===== src/rtl/shift_pkg.sv =====
// shift_pkg: shift mode encodings and width/legality helpers shared by the shifter
package shift_pkg;
  typedef enum logic [1:0] {LSR = 2'b00, LSL = 2'b01, ASR = 2'b10, ROR = 2'b11} mode_e;
  function automatic int shamt_w(input int n);
    return $clog2(n);
  endfunction
  function automatic bit legal_n(input int n);
    return n >= 4 && (n & (n - 1)) == 0;
  endfunction
endpackage


===== src/rtl/shift_stage.sv =====
// shift_stage: one pipeline stage shifting by D when shamt bit log2(D) is set, then registering
module shift_stage
  import shift_pkg::*;
#(
  parameter int N = 16,
  parameter int D = 1,
  localparam int S = shamt_w(N),
  localparam int K = $clog2(D)
) (
  input  logic         clk,
  input  logic         rst,
  input  logic         en,
  input  logic         i_valid,
  input  logic [N-1:0] i_data,
  input  logic [S-1:0] i_shamt,
  input  mode_e        i_mode,
  output logic         o_valid,
  output logic [N-1:0] o_data,
  output logic [S-1:0] o_shamt,
  output mode_e        o_mode
);
  logic [D-1:0] w_fill;
  logic [N-1:0] w_sh;
  logic [N-1:0] w_next;
  always_comb begin
    w_fill = i_mode == ROR ? i_data[D-1:0] : i_mode == ASR ? {D{i_data[N-1]}} : '0;
    w_sh   = i_mode == LSL ? {i_data[N-1-D:0], {D{1'b0}}} : {w_fill, i_data[N-1:D]};
    w_next = i_shamt[K] ? w_sh : i_data;
  end
  always_ff @(posedge clk) begin
    if (rst) begin
      o_valid <= 1'b0;
      o_data  <= '0;
      o_shamt <= '0;
      o_mode  <= LSR;
    end else if (en) begin
      o_valid <= i_valid;
      o_data  <= w_next;
      o_shamt <= i_shamt;
      o_mode  <= i_mode;
    end
  end
endmodule


===== src/rtl/pipe_barrel_shifter.sv =====
// pipe_barrel_shifter: S-stage pipelined barrel shifter (LSR/LSL/ASR/ROR) with global stall
module pipe_barrel_shifter
  import shift_pkg::*;
#(
  parameter int N = 16,
  localparam int S = shamt_w(N)
) (
  input  logic         clk,
  input  logic         rst,
  input  logic         in_valid,
  output logic         in_ready,
  input  logic [N-1:0] in_data,
  input  logic [S-1:0] in_shamt,
  input  logic [1:0]   in_mode,
  output logic         out_valid,
  input  logic         out_ready,
  output logic [N-1:0] out_data
);
  if (!legal_n(N)) begin : g_bad_n
    $error("pipe_barrel_shifter: N must be a power of two and at least 4");
  end
  logic         w_stall;
  logic         w_valid [S+1];
  logic [N-1:0] w_data  [S+1];
  logic [S-1:0] w_shamt [S+1];
  mode_e        w_mode  [S+1];
  assign w_stall    = out_valid & ~out_ready;
  assign in_ready   = ~w_stall;
  assign w_valid[0] = in_valid;
  assign w_data[0]  = in_data;
  assign w_shamt[0] = in_shamt;
  assign w_mode[0]  = mode_e'(in_mode);
  for (genvar k = 0; k < S; k++) begin : g_stage
    shift_stage #(.N(N), .D(1 << k)) u_stage (
      .clk    (clk),
      .rst    (rst),
      .en     (~w_stall),
      .i_valid(w_valid[k]),
      .i_data (w_data[k]),
      .i_shamt(w_shamt[k]),
      .i_mode (w_mode[k]),
      .o_valid(w_valid[k+1]),
      .o_data (w_data[k+1]),
      .o_shamt(w_shamt[k+1]),
      .o_mode (w_mode[k+1])
    );
  end
  assign out_valid = w_valid[S];
  assign out_data  = w_data[S];
endmodule


===== config.mk =====
export PLATFORM = sky130hd
export DESIGN_NAME = pipe_barrel_shifter
export DESIGN_NICKNAME = d
export VERILOG_FILES = /design/src/rtl/shift_pkg.sv /design/src/rtl/shift_stage.sv /design/src/rtl/pipe_barrel_shifter.sv
export SDC_FILE = /design/constraint.sdc
export NUM_CORES = 1
export LEC_CHECK = 0
export BUFFER_PORTS_ARGS = -buffer_cell sky130_fd_sc_hd__buf_4
export CORE_MARGIN = 5
export CORE_UTILIZATION = 46
export CTS_CLUSTER_DIAMETER = 50
export DETAILED_ROUTE_END_ITERATION = 8
export GPL_TIMING_DRIVEN = 0
export MAX_ROUTING_LAYER = met4
export PLACE_DENSITY = 0.67
export SLEW_MARGIN = 0
export SYNTH_ARGS = -nofsm -noshare
export SYNTH_HDL_FRONTEND = slang
export SYNTH_HIERARCHICAL = 1
export SYNTH_SLANG_ARGS = --single-unit

===== constraint.sdc =====
create_clock -name clk -period 1.5 [get_ports clk]
set_input_delay 0.225 -clock clk [delete_from_list [all_inputs] [get_ports clk]]
set_output_delay 0.225 -clock clk [all_outputs]
set_load 0.1 [all_outputs]

==> results.toml <==
[die]
die-area_sq_mm = 0.0117
io_pins = 44
fp.dieH_um = 108
start_util_pct = 47.7
dieWidth_um = 108
num_rows = 35
fp.coreArea_sq_mm = 0.00933

[layout]
stdcell_area_sq_mm = 0.00523
fill_cells = 869
area_delta_synth_final_pct = 17.5
diodes = 0
drive_gt1_share_pct = 31.3
finalNetCount = 555

[routing]
avgViaCountPerCell = 5.80
drt-wirelength-per-cell_um = 17.9
drt_iter0_drc = 281
drtPass1Iterations = 5
routed_wl_um = 11900
drc = 0
ant_nets = 0
num_vias = 3847

[timing]
fin_skew_ns = 0.0157
period_share_pct = 95.7
finalSetupViolCount = 0
relSlewSlack_pct = 57.9
tightestPinTransition_ns = 0.631
slew_viol_final = 0
rsz0062_at_grt = "true"
hold_viol_final = 0
max_freq_ghz = 0.697
timing.final.crit_period_ns = 1.44

[clock_tree]
cts-root-buf = "clkbuf_8"
ctsHoldBuffers = 0
cts_tree = "yes"
clock_path_buffers = 2
cts_max_level = 3
numCtsBuffers = 9
clkSlewWorstSetupHoldPaths_ns = 0.09
clk_latency_ns = 0.36
cts_sinks = 80

[setup_path]
criticalPathCategory = "register to register"
worstPathMaxFanout = 10
cpMaxStageDelayCell = "dfxtp_4"
cpMostUsedCell = "buf_6"
endpoint_kind = "register"
crit_chain = "nand2b_4 > buf_6 > nand2b_1 > buf_6 > o41ai_2"
critPathLaunchType = "register"
rr_startpoint = "g_stage[3].u_stage/o_valid"
crit_family = "flip-flops"
cp_num_buf_inv = 2
critical_path_required_ns = 1.75
crit_path_start = "g_stage[3].u_stage/o_valid"
cpPeakStageDelay_ns = 0.38
crit_arrival_ns = 1.68

[worst_hold_path]
hold_path.class = "input port to register"
hp-start = "in_valid"

[global_routing]
grt_overflow = 0
antenna_found_initial = 0
grt_max_degree = 24
grt_pass1_wl_um = 19600
grt_pass1_vias = 3791
track_usage_pct = 21.6

[place]
hpwl_um = 8740
placed_area_sq_mm = 0.00496
io_buffers = 42
gp_congestion = 0.864

[yosys]
syn_area_sq_mm = 0.00445
synth_nets = 499
yosysWarnings = 6
avgSynthCellArea_sq_um = 9.40
netlist_instances = 473

[status]
status = "finished clean"

[pwr]
leakagePower_nw = 2.10
p_total_mw = 5.20
ir_drop_mv = 0.648
power.density_mw_per_mm2 = 995

[flow_run]
maxCapViolations = 0
-- cell type report --
type / instances / area [sq um] / share of cell area (%)
buffer: 44 / 305 / 5.84
clock buffer: 10 / 128 / 2.44
clock inverter: 6 / 116 / 2.23
inverter: 5 / 20.0 / 0.383
multi-input combinational: 345 / 2560 / 48.9
sequential: 80 / 1610 / 30.7
tap: 129 / 161 / 3.09
timing repair buffer: 44 / 330 / 6.32
-- per-layer routing --
metal | GRT usage [%] | vias to the layer above | part of all wire (%)
li1 | - | 1853 | -
met2 | 31.4 | 125 | 45
met5 | - | - | 0
met1 | 30.5 | 1851 | 48
met3 | 4.00 | 18 | 5.1
met4 | 6.22 | 0 | 1.9
-- registers in the layout (all words and copies together), names as in the netlist --
register,count
g_stage.u_stage/o_mode,6
g_stage.u_stage/o_valid,4
g_stage.u_stage/o_data,64
g_stage.u_stage/o_shamt,6
-- cells in the final DEF, fill, tap and decap left out, drive strengths merged --
cell type  count
buf           83
dfxtp         80
nor2          79
nand2b        48
a211oi        40
o32ai         27
nand2         25
and3b         22
mux2i         16
nand3         15
clkbuf        15
o22ai         13
a311oi        11
o41ai          8
or3b           8
mux2           7
o21ai          5
inv            5
nor3b          4
a21boi         4
bufinv         3
or4bb          3
clkinv         3
nor2b          2
a31oi          2
and2b          1
a2bb2oi        1
a221oi         1
nand4bb        1
a21oi          1
or2b           1
-- report_power, final --
group | switching (mW) | internal [mW]
combinational | 0.515 | 0.339
clock | 0.824 | 1.12
sequential | 0.143 | 2.26
-- worst register-to-register path, delay by kind of cell, from the launching register on --
kind            cells  cell delay (ns)
flops               1             0.38
buf+inv             2             0.35
compound gates      1             0.34
simple gates        2             0.26
-- final timing paths --
kind                                   to  slack, ns  cells after the start
max reg2reg  g_stage[1].u_stage/o_data[6]       0.06                      5
min            g_stage[0].u_stage/o_valid        0.1                      3
min reg2reg  g_stage[3].u_stage/o_data[5]       0.49                      2
max          g_stage[1].u_stage/o_data[6]       0.06                      5
-- metrics by stage --
stage               setup TNS, ns  hold slack [ns]  util, %  cells  worst slack [ns]
finish                          0           0.0989     56.0    663            0.0646
global route              -0.0831           0.0855     56.0    663           -0.0332
CTS                             0           0.0868     55.7    660            0.0411
detailed placement              0            0.473     53.1    644            0.0744
global placement                0            0.460     53.1    644            0.0974
floorplan                   -4.44            0.290        -    473            -0.174
-- timing repair --
item                                   4_1_cts  5_1_grt
buffers inserted                             0        2
endpoints found under the hold margin        0        0
setup endpoints to repair                    0        8
gates resized for setup                      0        1
Power figures use the tool's default switching activity.
